$ cat src/rtl/bcd_converter.sv
// Iterative binary-to-BCD (double-dabble) converter for the eight-digit display path.
// Optional leading-zero blanking is enabled by defining BCD_LEADING_BLANK_EN.
module bcd_converter #(
  parameter int unsigned BIN_W = 27
) (
  input  logic             clk,
  input  logic             reset,
  input  logic             start,
  input  logic [BIN_W-1:0] bin_in,
  output logic             busy,
  output logic             done,
  output logic             overflow,
  output logic [3:0]       digit1,
  output logic [3:0]       digit2,
  output logic [3:0]       digit3,
  output logic [3:0]       digit4,
  output logic [3:0]       digit5,
  output logic [3:0]       digit6,
  output logic [3:0]       digit7,
  output logic [3:0]       digit8
);

  localparam int unsigned CNT_W   = $clog2(BIN_W + 1);
  localparam logic [32:0] MAX_DEC = 33'd99_999_999;

`ifdef BCD_LEADING_BLANK_EN
  localparam logic [31:0] DIG_RST = 32'hFFFF_FFF0;
`else
  localparam logic [31:0] DIG_RST = 32'h0000_0000;
`endif

  typedef enum logic [1:0] {StIdle, StShift, StLoad} state_e;

  state_e           state_q;
  logic [BIN_W-1:0] bin_q;
  logic [31:0]      scratch_q;
  logic [CNT_W-1:0] cnt_q;
  logic             ovf_q;
  logic [31:0]      dig_q;

  logic [32:0]      bin_ext;
  logic [31:0]      scratch_adj;
  logic [31:0]      scratch_nxt;
  logic [31:0]      load_dig;

  assign bin_ext = 33'(bin_in);

  // Add-3 in each 4-bit lane, then shift the binary MSB into the scratch LSB.
  always_comb begin
    scratch_adj = scratch_q;
    for (int i = 0; i < 8; i++) begin
      if (scratch_q[4*i +: 4] >= 4'd5) begin
        scratch_adj[4*i +: 4] = scratch_q[4*i +: 4] + 4'd3;
      end
    end
    scratch_nxt = {scratch_adj[30:0], bin_q[BIN_W-1]};
  end

`ifdef BCD_LEADING_BLANK_EN
  logic lead;

  always_comb begin
    load_dig = scratch_q;
    lead     = 1'b1;
    if (ovf_q) begin
      load_dig = 32'h9999_9999;
    end else begin
      // digit1 is never blanked so zero still shows as a single "0".
      for (int i = 7; i >= 1; i--) begin
        if (lead && (scratch_q[4*i +: 4] == 4'd0)) begin
          load_dig[4*i +: 4] = 4'hF;
        end else begin
          lead = 1'b0;
        end
      end
    end
  end
`else
  always_comb begin
    load_dig = scratch_q;
    if (ovf_q) begin
      load_dig = 32'h9999_9999;
    end
  end
`endif

  // The digits are registered on entry to LOAD so that done and the new
  // digits appear in the same cycle while busy is still high.
  always_ff @(posedge clk) begin
    if (reset) begin
      state_q   <= StIdle;
      bin_q     <= '0;
      scratch_q <= '0;
      cnt_q     <= '0;
      ovf_q     <= 1'b0;
      dig_q     <= DIG_RST;
      overflow  <= 1'b0;
      done      <= 1'b0;
    end else begin
      unique case (state_q)
        StIdle: begin
          done <= 1'b0;
          if (start) begin
            bin_q     <= bin_in;
            scratch_q <= '0;
            cnt_q     <= '0;
            ovf_q     <= (bin_ext > MAX_DEC);
            state_q   <= StShift;
          end
        end
        StShift: begin
          if (cnt_q == CNT_W'(BIN_W)) begin
            dig_q    <= load_dig;
            overflow <= ovf_q;
            done     <= 1'b1;
            state_q  <= StLoad;
          end else begin
            scratch_q <= scratch_nxt;
            bin_q     <= bin_q << 1;
            cnt_q     <= cnt_q + 1'b1;
            // A carry out of the top lane can only come from an out-of-range value.
            ovf_q     <= ovf_q | scratch_adj[31];
          end
        end
        StLoad: begin
          done    <= 1'b0;
          state_q <= StIdle;
        end
        default: begin
          done    <= 1'b0;
          state_q <= StIdle;
        end
      endcase
    end
  end

  assign busy   = (state_q != StIdle);
  assign digit1 = dig_q[3:0];
  assign digit2 = dig_q[7:4];
  assign digit3 = dig_q[11:8];
  assign digit4 = dig_q[15:12];
  assign digit5 = dig_q[19:16];
  assign digit6 = dig_q[23:20];
  assign digit7 = dig_q[27:24];
  assign digit8 = dig_q[31:28];

endmodule
$ cat config.mk
export PLATFORM = sky130hd
export DESIGN_NAME = bcd_converter
export DESIGN_NICKNAME = d
export VERILOG_FILES = /design/src/rtl/bcd_converter.sv
export SDC_FILE = /design/constraint.sdc
export NUM_CORES = 1
export LEC_CHECK = 0
export CAP_MARGIN = 20
export CORE_MARGIN = 5
export CORE_UTILIZATION = 58
export CTS_CLUSTER_DIAMETER = 80
export DETAILED_ROUTE_END_ITERATION = 8
export PLACE_DENSITY = 0.84
export SETUP_SLACK_MARGIN = 0.3
export SLEW_MARGIN = 5
export SYNTH_ARGS = -nofsm -noshare
export SYNTH_HDL_FRONTEND = slang
export SYNTH_SLANG_ARGS = --single-unit
$ cat constraint.sdc
create_clock -name clk -period 4.2 [get_ports clk]
set_clock_uncertainty 0.05 [all_clocks]
set_input_delay 0.42 -clock clk [delete_from_list [all_inputs] [get_ports clk]]
set_output_delay 0.42 -clock clk [all_outputs]
set_load 0.01 [all_outputs]
==> flow_results.org, run 1 <==
** STA
- For this run, the top clock speed supported by timing is 383 MHz.
- Relative slew slack :: 24.2%
- RSZ-0062 raised after global routing :: no
- Setup-violating endpoint count in the final report :: 0
- Final hold vios :: 0
- Final-report max-slew violation count :: 0
- Sum of negative setup slack :: 0 ns
- Shortest clock period the worst path allows after layout :: 2.61 ns
- Portion of the clock cycle consumed by the worst path in the final layout :: 62.2%
- Measured slew at the worst slew-check pin :: 1.13 ns
- Worst setup margin :: 1.59 ns
- Final hold analysis gives a worst-case slack of 0.403 ns.

** Synthesis
- After synthesis, flip-flops and latches occupy 43.2% of the total area.
- Among all flip-flop cells after synthesis, the most frequent one is dfxtp_1.
- The biggest area contributor in the post-synthesis netlist is dfxtp_1.
- After Yosys synthesis, XOR and XNOR cells account for 2.25% of the synthesized area.
- Number of standard cells after synthesis :: 552
- Share of the synthesized area in the top cell type :: 43.2%
- Summing the areas of all compound-gate instances in the mapped netlist gives 15.0% of the synthesized area.
- By area, the combinational part of the netlist is dominated by simple AND/OR/NAND/NOR gates.
- Number of synthesis warnings :: 0
- Post-Synthesis Mean Instance Area :: 8.48 um2
- In the post-synthesis netlist, the cell with the most instances is dfxtp_1.
- Syn Std Cell Area :: 4680 um2
- Synthesis produced a netlist with a net count of 599.
- The synthesized netlist devotes 22.2% of its cell area to simple gates.
- Adder and majority gate portion of the synthesized area :: 4.55%
- Post-synth top cells :: dfxtp_1, nor2_1, a21oi_1, nand2_1, nor3_1
- Most area-consuming cells after synthesis :: dfxtp_1, mux2i_1, a21oi_1, nor2_1, ha_1
- The number of different library cells used by synthesis comes to 42.
- Synthesis inferred 101 register bits.
- Asr flop ratio synth :: 0%
- Proportion of synthesized area in mux cells :: 7.27%
- EDFF count, synth :: 0

** Setup path
- Data arrives at the worst endpoint at 2.83 ns.
- At the worst endpoint, the required time is 4.42 ns.
- Critical Path Sink Type :: flip-flop
- The worst setup path is of the input pin to flip-flop kind.
- Largest fanout of any net on the critical path :: 36
- The worst setup path is launched from an input pin.

** Placed design
- Worst setup slack after placement :: 1.19 ns
- Input/output buffers :: 64
- At the end of routability-driven placement, the weighted congestion stood at 0.772.
- The wire-length estimate of the detail-placed layout is 6790 um.
- Including well taps, the total number of placed cells is 684.
- In this run the cell area measured after placement is 5290 um2.

** Clocking
- Number of CTS-inserted buffers :: 9
- Worst skew pair latency :: 0.36 ns
- Clock sinks :: 101
- TritonCTS clock tree :: yes
- Hold-fix buffers at CTS :: 0
- # H-tree levels :: 3
- Counting along the longest clock path gives a buffer depth of 2.
- Library cell used as clock root buffer :: clkbuf_8
- Buffers inserted during post-CTS setup optimization :: 0
- CTS-repair resized insts :: 0
- Clock edge transition at the registers on the reported setup and hold paths :: 0.09 ns

** Global route
- Met3 Resource Use GR :: 3.96%
- Global route total overflow :: 0
- The first global-routing pass estimated 17,100 um of wire.
- For this run, the total global-route usage over all layers was measured as 20.7%.
- Global routing used 37.0% of the available met2 tracks.
- Antenna violations before repair :: 0
- The number of global-route vias before repair was 3,878.
- Met1 capacity usage during global routing :: 25.0%
- Layer carrying the most global-route usage :: met2
- Pin count of the biggest net entering global routing :: 62

** Routing
- Using the TritonRoute via totals, the vias-per-cell ratio works out to 5.65.
- Number of DRC violations after detailed routing :: 0
- Average routed wire per standard cell :: 14.6 um
- In this run the remaining antenna-violating nets after routing total 0.
- The first TritonRoute pass finished after 4 iterations.
- After the first detailed-routing iteration, the DRC count stood at 206.
- Via count :: 3,954
- Summed over all layers, the routed wires come to 10,200 um.

** Final layout
- The finished cells cover 5520 um2.
- The number of antenna diodes in the final layout is 0.
- From synthesis to final layout, the design area changed by 18.0%.
- Cells fill 70.7% of the core in the end.
- Net total in the final layout :: 641
- Final Non-Filler Cells :: 700
- Of the cells placed in the final design, the portion with a size suffix greater than 1 is 5.18%.

** Floorplanning
- The die covers 9960 um2.
- For this design the top-level I/O count stands at 65.
- Row cnt :: 32
- Area inside the core boundary :: 7810 um2
- Measured along the x axis, the die boundary spans 99.8 um.
- In this run the vertical extent of the chip is 99.8 um.
- The initial utilization of the core area, before any placement, comes to 59.9%.

** Power
- Power spread over the standard cell area amounts to 330 nW/um2.
- The completed layout was analyzed and its total power is 1.82 mW.
- The analysis attributes to cell leakage a power of 2.05 nW.
- Peak supply drop :: 167 uV

** Outcome
- Status :: finished, final reports clean

** Job
- Max-cap check violation count :: 0

** Worst hold path
- Class of the tightest hold or removal check :: flip-flop to flip-flop
-- state kept, by name, indices dropped and copies added (netlist names) --
| name | flops |
|---|---|
| scratch_q | 32 |
| done | 1 |
| bin_q | 27 |
| ovf_q | 1 |
| overflow | 1 |
| state_q | 2 |
| cnt_q | 5 |
| dig_q | 32 |
-- power breakdown --
part	total [mW]	internal, mW	switching (mW)
combinational	0.198	0.0833	0.114
clock	0.614	0.303	0.311
sequential	1.01	0.989	0.0211
-- routing by layer --
| layer | vias to the layer above | share of wire [%] |
|---|---|---|
| li1 | 2015 | - |
| met1 | 1836 | 44 |
| met2 | 92 | 50 |
| met3 | 11 | 5.0 |
| met4 | 0 | 1.1 |
| met5 | - | 0 |
-- kinds of logic (layout without fill, tap and decap cells) --
| logic type | count (synthesis) | after routing |
|---|---|---|
| adder cells (fa/ha/maj) | 17 | 17 |
| multiplexers | 34 | 34 |
| buffers and inverters | 56 | 102 |
| AND/OR/NAND/NOR | 215 | 215 |
| AO/OA/AOI/OAI | 117 | 117 |
| flip-flops | 101 | 101 |
| XOR/XNOR | 12 | 12 |
-- layout make-up --
class                           count  area, um2
Multi-Input combinational cell    395       2410
Fill cell                         621       2290
Sequential cell                   101       2020
Timing Repair Buffer               70        701
Clock buffer                       11        151
Tap cell                          102        128
Inverter                           17       63.8
Clock inverter                      4       47.5
-- final timing paths --
path / startpoint / end / slack [ns] / cells past startpoint
worst min register to register: dig_q[9] / dig_q[9] / 0.40 / 2
worst min-delay path: dig_q[9] / dig_q[9] / 0.40 / 2
worst max register to register: state_q[1] / scratch_q[15] / 1.77 / 6
worst max-delay path: start / ovf_q / 1.59 / 6
-- layout by cell type (no fill, tap or decap), types with 3 or more instances in the layout --
cell,instances
dfxtp_1,101
nor2_1,64
clkdlybuf4s50_1,63
a21oi_1,52
nand2_1,42
nor3_1,39
mux2i_1,34
a211oi_1,26
nand3_1,23
o21ai_0,20
inv_1,17
ha_1,17
nand2b_1,15
clkbuf_8,11
a22oi_1,8
xnor2_1,8
nand3b_1,8
or3_1,8
buf_4,5
xor2_1,4
nand4_1,3
-- critical path, stage by stage --
cell,delay (ns)
clkdlybuf4s50_1,0.51
or3b_1,0.70
o21ai_4,0.46
buf_4,0.38
a21oi_1,0.10
nor4_1,0.25
(Power assumes the default switching activity.)
==> inputs of run 2 (changes only) <==
- CORE_UTILIZATION: 58 -> 55
- PLACE_DENSITY: 0.84 -> 0.8
- clock period: 4.2 -> 2.48 ns (I/O delays scaled with it)
==> run 2 against run 1 <==
Design area rose by 2.4%; combinational power rose by 74%; cell count rose by 1.9%; register-to-register slack got worse by 1.3 ns; power rose by 84%; die area rose by 4.9%; routed wire length rose by 3.1%; worst setup slack got worse by 1.1 ns; flip-flop and latch count did not move; global-route usage rose by 0.099 points; critical endpoint is now bin_q[9].
==> flow_results.org, run 2 (synthesis gave the netlist of run 1 again) <==
** Clocking
- Clock tree synthesis selected as its root buffer the cell clkbuf_8.
- Buffers inserted during post-CTS setup optimization :: 0 (unchanged)
- The number of cells upsized or downsized after cts is 0 (unchanged).
- The clock latency on the worst-skew pair was 0.37 ns (about the same).
- Hold-fix buffers at CTS :: 0 (unchanged)
- The clock sink count came to 101 (unchanged).
- Number of CTS-inserted buffers :: 9 (unchanged)
- The clock-pin slew of the registers on the worst-case setup and hold paths came to 0.09 ns (about the same).
- The H-tree depth came to 3 (unchanged).
- TritonCTS clock tree :: yes
- The number of buffers on the longest clock path came to 2 (unchanged).

** STA
- Portion of the clock cycle consumed by the worst path in the final layout :: 81.2%
- Final-report max-slew violation count :: 0 (unchanged)
- Setup-violating endpoint count in the final report :: 0 (unchanged)
- Sum of negative setup slack :: 0 ns (unchanged)
- The number of hold-slack violations in the final timing report came to 0 (unchanged).
- Max Clk Rate :: 496 MHz
- Shortest clock period the worst path allows after layout :: 2.01 ns
- Measured slew at the worst slew-check pin :: 0.582 ns (-0.550 ns)
- Setup repair after global routing left no endpoint under its margin.
- The worst slew margin relative to its limit was 61.1% (+37 points).

** Setup path
- Critical Path Sink Type :: flip-flop
- Worst path max stage delay :: 0.48 ns (-0.22 ns)
- The worst register-to-register path ends at bin_q[9].
- The worst path arrival time was 2.24 ns (-0.59 ns).
- Largest fanout of any net on the critical path :: 22 (-39%)
- The worst setup path is launched from a flip-flop.
- The worst register-to-register path begins at cnt_q[0].
- The critical path goes through ha_1 -> and4b_4 -> o21ai_4 -> buf_4 -> nor2_1 -> a211oi_1.
- The critical path is of the flip-flop to flip-flop type.
- Required time reported for the critical path endpoint :: 2.70 ns (-1.72 ns)
- Broken down by cell family, the worst path's largest delay share belongs to compound AO/OA/AOI/OAI gates.
- The largest individual stage delay along the critical path comes from the cell o21ai_4.
- The register-to-register path setup slack is 0.47 ns (-1.30 ns).
- The count of buffer and inverter cells on the critical path is 1 (-1).
- The length in cells of the worst reg-to-reg path was 6 (unchanged).

** Placed design
- The total placed cells including tap cells came to 697 (+1.9%).
- The weighted congestion at the end of routability-driven global placement came to 0.808 (+4.7%).
- Input/output buffers :: 64 (unchanged)
- The HPWL reported at the end of detailed placement came to 7220 um (+6.4%).

** Worst hold path
- HP Start :: reset
- The min-delay analysis places its worst path in the category input pin to flip-flop.
- The path with the worst hold slack has its endpoint at state_q[1].
- The worst hold path cell count came to 2 (unchanged).

** Routing
- The first-pass detailed-route iteration total came to 4 (unchanged).
- Via count :: 4,094 (+3.5%)
- The number of DRC violations after detailed-routing iteration 0 was 141 (-32%).
- The DRC violations left is 0 (unchanged).
- Final Routed Wirelength :: 10,500 um (+3.1%)
- The routed via count divided by cell count was 5.74 (+1.7%).
- Average routed wire per standard cell :: 14.8 um (+1.2%)
- Antenna viol nets, final :: 0 (unchanged)

** Final layout
- The largest registers in the layout are dig_q (32), scratch_q (32), bin_q (27).
- Final Non-Filler Cells :: 713 (+1.9%)
- Area growth, synth to finish :: 20.9%
- Antenna fix cells :: 0 (unchanged)
- Most frequent standard cell in the layout excluding fill and tap cells :: dfxtp_1
- In the layout the commonest cells are dfxtp_1, nor2_1, clkdlybuf4s50_1.
- The post-layout net count is 650 (+1.4%).
- The share of cells above drive strength 1 came to 6.74% (+1.6 points).
- Fill count :: 649 (+4.5%)

** Floorplanning
- Vertical die dimension :: 102 um (+2.4%)
- Area inside the core boundary :: 8260 um2 (+5.8%)
- The top-level I/O count came to 65 (unchanged).
- Die W :: 102 um (+2.4%)
- The starting density of the core came to 56.7% (-3.3 points).
- The overall die area is 10,500 um2 (+4.9%).
- The number of rows created at floorplan came to 33 (+3.1%).

** Power
- Final Power :: 3.35 mW (+84%)
- The leakage power figure came to 2.12 nW (+3.4%).
- Cell area power density :: 593 nW/um2 (+80%)
- Peak supply drop :: 362 uV (+120%)

** Global route
- The maximum number of pins on one net before global-route repair is 44 (-29%).
- Global route total overflow :: 0 (unchanged)
- The global-route wire length before repair is 17,700 um (+3.5%).
- The initial antenna violation count is 0 (unchanged).
- The total routing usage reported by global routing came to 20.8% (+0.099 points).
- Via count of the first global-routing pass :: 3,947 (+1.8%)

** Job
- Max-cap check violation count :: 0 (unchanged)

** Outcome
- Status :: finished, final reports clean
[run 2: layout make-up]
| class | count | area, um2 | share of cell area [%] |
|---|---|---|---|
| repair buffers | 79 | 773 | 13.7 |
| clock buffers | 11 | 151 | 2.68 |
| flip-flops and latches | 101 | 2020 | 35.8 |
| clock inverters | 5 | 106 | 1.88 |
| inverters | 17 | 63.8 | 1.13 |
| multi-input cells | 395 | 2410 | 42.6 |
| well taps | 105 | 131 | 2.32 |
[run 2: power by group]
group	leakage (nW)	total (mW)	internal [mW]	switching (mW)
logic	1.18	0.345	0.150	0.195
registers	0.821	1.71	1.67	0.0378
clock network	0.126	1.30	0.727	0.569
[run 2: layer usage]
layer / GRT usage, % / up-vias / share of wire, %
met1: 24.0 / 1966 / 43
met3: 4.44 / 12 / 4.2
met2: 38.0 / 90 / 51
li1: - / 2026 / -
met4: 7.47 / 0 / 1.6
met5: 0 / - / 0
[run 2: metrics by stage]
| step | utilization [%] | setup WS (ns) | instance area [um2] | hold slack, ns |
|---|---|---|---|---|
| CTS | 68.5 | 0.466 | 5660 | 0.205 |
| global placement | 65.4 | 0.409 | 5400 | 0.391 |
| finish | 68.5 | 0.466 | 5660 | 0.214 |
| detailed placement | 65.4 | 0.317 | 5400 | 0.398 |
| global route | 68.5 | 0.304 | 5660 | 0.232 |
| floorplan | - | 0.840 | 4680 | 0.346 |
[run 2: worst max-delay path by stage]
| stage | from | to | slack (ns) | cells past startpoint |
|---|---|---|---|---|
| after CTS | cnt_q[0] | dig_q[17] | 0.47 | 5 |
| after global routing | cnt_q[0] | dig_q[1] | 0.30 | 5 |
| after global placement | start | bin_q[7] | 0.41 | 6 |
| after floorplan | cnt_q[0] | scratch_q[4] | 0.84 | 7 |
| final | cnt_q[0] | bin_q[9] | 0.47 | 6 |
| after detailed placement | start | bin_q[9] | 0.32 | 6 |
==> inputs of run 3 (changes only) <==
- clock period: 2.48 -> 1.99 ns (I/O delays scaled with it)
==> run 3 against run 2 <==
Count of clock-buffer cells in the layout is 1 higher; first-iteration DRC count is 110% higher; core utilization is 5.7 points higher; flip-flop and latch count stayed put; die area stayed put; non-clock buffer count is 20 higher; largest cell class unchanged; register-to-register slack worse by 0.23 ns; hold slack better by 0.10 ns; worst setup slack worse by 0.23 ns; design area is 8.3% higher.
==> flow_results.org, run 3 (synthesis gave the netlist of run 1 again) <==
** Placed design
- Area after detailed placement :: 5450 um2 (+0.97%)
- Worst setup slack after placement :: -0.0213 ns (-0.338 ns)
- The count of input and output buffers came to 64 (unchanged).
- The HPWL reported at the end of detailed placement is 7250 um (+0.35%).
- Final weighted congestion of routability-driven global placement :: 0.784 (-3.1%)

** Power
- Internal power :: 2.88 mW (+13%)
- Final Power :: 3.92 mW (+17%)
- Clk network pwr share :: 30.8% (-7.9 points)
- The combinational group share of total power was 15.0% (+4.7 points).
- The leakage power figure came to 2.31 nW (+8.9%).
- Sequential cell fraction of total power :: 54.2% (+3.1 points)
- Share of total power consumed by net switching :: 26.6% (+2.7 points)
- The maximum resistive drop on vdd came to 501 uV (+38%).
- The total power density per cell area came to 640 nW/um2 (+8.0%).
- Net load switching power :: 1.04 mW (+30%)

** Final layout
- The count of antenna diodes in the layout came to 0 (unchanged).
- The post-layout net count was 670 (+3.1%).
- The share of cells above drive strength 1 is 16.1% (+9.4 points).
- Leaving out fill and tap cells, the most frequent cell in the layout is dfxtp_1.
- The largest registers in the layout are dig_q (32), scratch_q (32), bin_q (27).
- Most used cells in the layout excluding fill and tap cells :: dfxtp_1, nor2_1, clkdlybuf4s50_1
- Design area :: 6130 um2 (+8.3%)
- Area growth, synth to finish :: 31.0%

** Clocking
- Library cell used as clock root buffer :: clkbuf_8
- The clock-pin slew of the registers on the worst-case setup and hold paths is 0.10 ns (about the same).
- Clock buffer depth :: 2 (unchanged)
- TritonCTS built the clock tree.
- # H-tree levels :: 3 (unchanged)
- Hold-fix buffers at CTS :: 0 (unchanged)
- Clock sinks :: 101 (unchanged)
- Worst skew pair latency :: 0.36 ns (about the same)
- Number of CTS-inserted buffers :: 9 (unchanged)

** Routing
- Starting DRT DRC Count :: 297 (+110%)
- The average detailed-routed wire length per instance came to 16.8 um (+13%).
- Final Routed Wirelength :: 12,300 um (+16%)
- The remaining number of nets flagged by the antenna check after routing came to 0 (unchanged).
- The first-pass detailed-route iteration total was 7 (+3).
- The via total after detailed routing was 4,296 (+4.9%).
- Vias per inst :: 5.87 (+2.2%)
- The DRC violations left was 0 (unchanged).

** Global route
- The initial antenna violation count was 0 (unchanged).
- Global route total overflow :: 0 (unchanged)
- Pin count of the biggest net entering global routing :: 100 (+130%)
- Via count of the first global-routing pass :: 3,992 (+1.1%)
- Overall fraction of global-route tracks in use :: 22.0% (+1.1 points)
- The global-route wire length before repair was 18,600 um (+4.6%).

** STA
- Final hold vios :: 0 (unchanged)
- Worst setup margin :: 0.234 ns (-0.232 ns)
- Measured slew at the worst slew-check pin :: 0.449 ns (-0.133 ns)
- Portion of the clock cycle consumed by the worst path in the final layout :: 88.2% (+7.0 points)
- The final number of setup-violating endpoints was 0 (unchanged).
- RSZ-0062 raised after global routing :: yes
- The final total negative setup slack is 0 ns (unchanged).
- The top achievable clock speed came to 569 MHz (+15%).
- Relative slew slack :: 70.1% (+9.0 points)
- The number of pins with negative max-slew slack in the final report came to 0 (unchanged).
- The minimum clock period came to 1.76 ns (-0.258 ns).

** Setup path
- Required time reported for the critical path endpoint :: 2.20 ns (-0.50 ns)
- Worst path max stage delay :: 0.42 ns (-0.06 ns)
- Traced cell by cell, the critical path runs through inv_1 -> ha_1 -> nand2b_1 -> nor3b_1 -> a211o_1 -> a21oi_1 -> nor4_1.
- Critical Path Sink Type :: flip-flop
- Largest fanout of any net on the critical path :: 4 (-82%)
- Category of the most critical setup path :: flip-flop to flip-flop
- STA classifies the critical path startpoint as a flip-flop.
- Data arrival at the endpoint of the critical path :: 1.97 ns (-0.27 ns)
- Standard cell with the maximum stage delay on the critical path :: dfxtp_1

** Floorplanning
- Row cnt :: 33 (unchanged)
- Vertical die dimension :: 102 um (unchanged)
- The overall die area is 10,500 um2 (unchanged).
- Die W :: 102 um (unchanged)
- The top-level I/O count was 65 (unchanged).
- The starting density of the core came to 56.7% (unchanged).
- Area inside the core boundary :: 8260 um2 (unchanged)

** Worst hold path
- Class of the tightest hold or removal check :: input pin to flip-flop

** Outcome
- The flow ran to the end, and the final reports show no timing, DRC or antenna violations.

** Job
- Max-cap check violation count :: 0 (unchanged)
## run 3: power by group through the flow
| stage | clock, mW | combinational, mW | sequential [mW] |
|---|---|---|---|
| 3_3_place_gp | 0 | 0.433 | 2.17 |
| 5_1_grt | 1.30 | 0.632 | 2.14 |
| 2_1_floorplan | 0 | 0.294 | 2.16 |
| 6_report | 1.21 | 0.587 | 2.13 |
| 4_1_cts | 1.21 | 0.486 | 2.12 |
| 3_5_place_dp | 0 | 0.450 | 2.17 |
## run 3: critical path, delay by kind of cell (launching register included)
kind | cells | cell delay [ns]
AO/OA/AOI/OAI | 2 | 0.21
AND/OR/NAND/NOR | 3 | 0.66
adder cells (fa/ha/maj) | 1 | 0.24
flip-flops | 1 | 0.42
buffers and inverters | 1 | 0.07
## run 3: stage by stage
stage                     utilization, %  hold slack [ns]  cells
after CTS                           69.5            0.298    720
after global placement              66.0            0.392    699
after detailed placement            66.0            0.397    699
after global routing                74.2            0.332    732
after floorplan                        -            0.297    552
final                               74.2            0.315    732
## run 3: final cells by class
| cell class | count | area, um2 |
|---|---|---|
| multi-input combinational | 395 | 2670 |
| fill | 583 | 2130 |
| sequential | 101 | 2030 |
| timing repair buffer | 99 | 1060 |
| clock buffer | 12 | 155 |
| tap | 105 | 131 |
| inverter | 17 | 63.8 |
| clock inverter | 3 | 21.3 |
## run 3: timing repair
item / CTS / global route
endpoints found under the setup margin: 64 / 82
setup buffers: 5 / 9
pin swaps: 3 / 14
cloned: 1 / 3
gates resized for setup: 10 / 57
## run 3: routing by layer
| layer | vias up | track usage [%] | routed length, um |
|---|---|---|---|
| met5 | - | 0 | 0 |
| met4 | 0 | 8.48 | 269 |
| met3 | 28 | 3.34 | 577 |
| met2 | 154 | 39.2 | 6380 |
| met1 | 2048 | 26.6 | 5040 |
| li1 | 2066 | - | - |
## run 3: worst paths after layout
check	from	endpoint	slack, ns	cells past startpoint
hold reg to reg	dig_q[10]	dig_q[10]	0.41	2
setup / recovery	scratch_q[28]	ovf_q	0.23	7
hold / removal	reset	overflow	0.31	3
setup reg to reg	scratch_q[28]	ovf_q	0.23	7
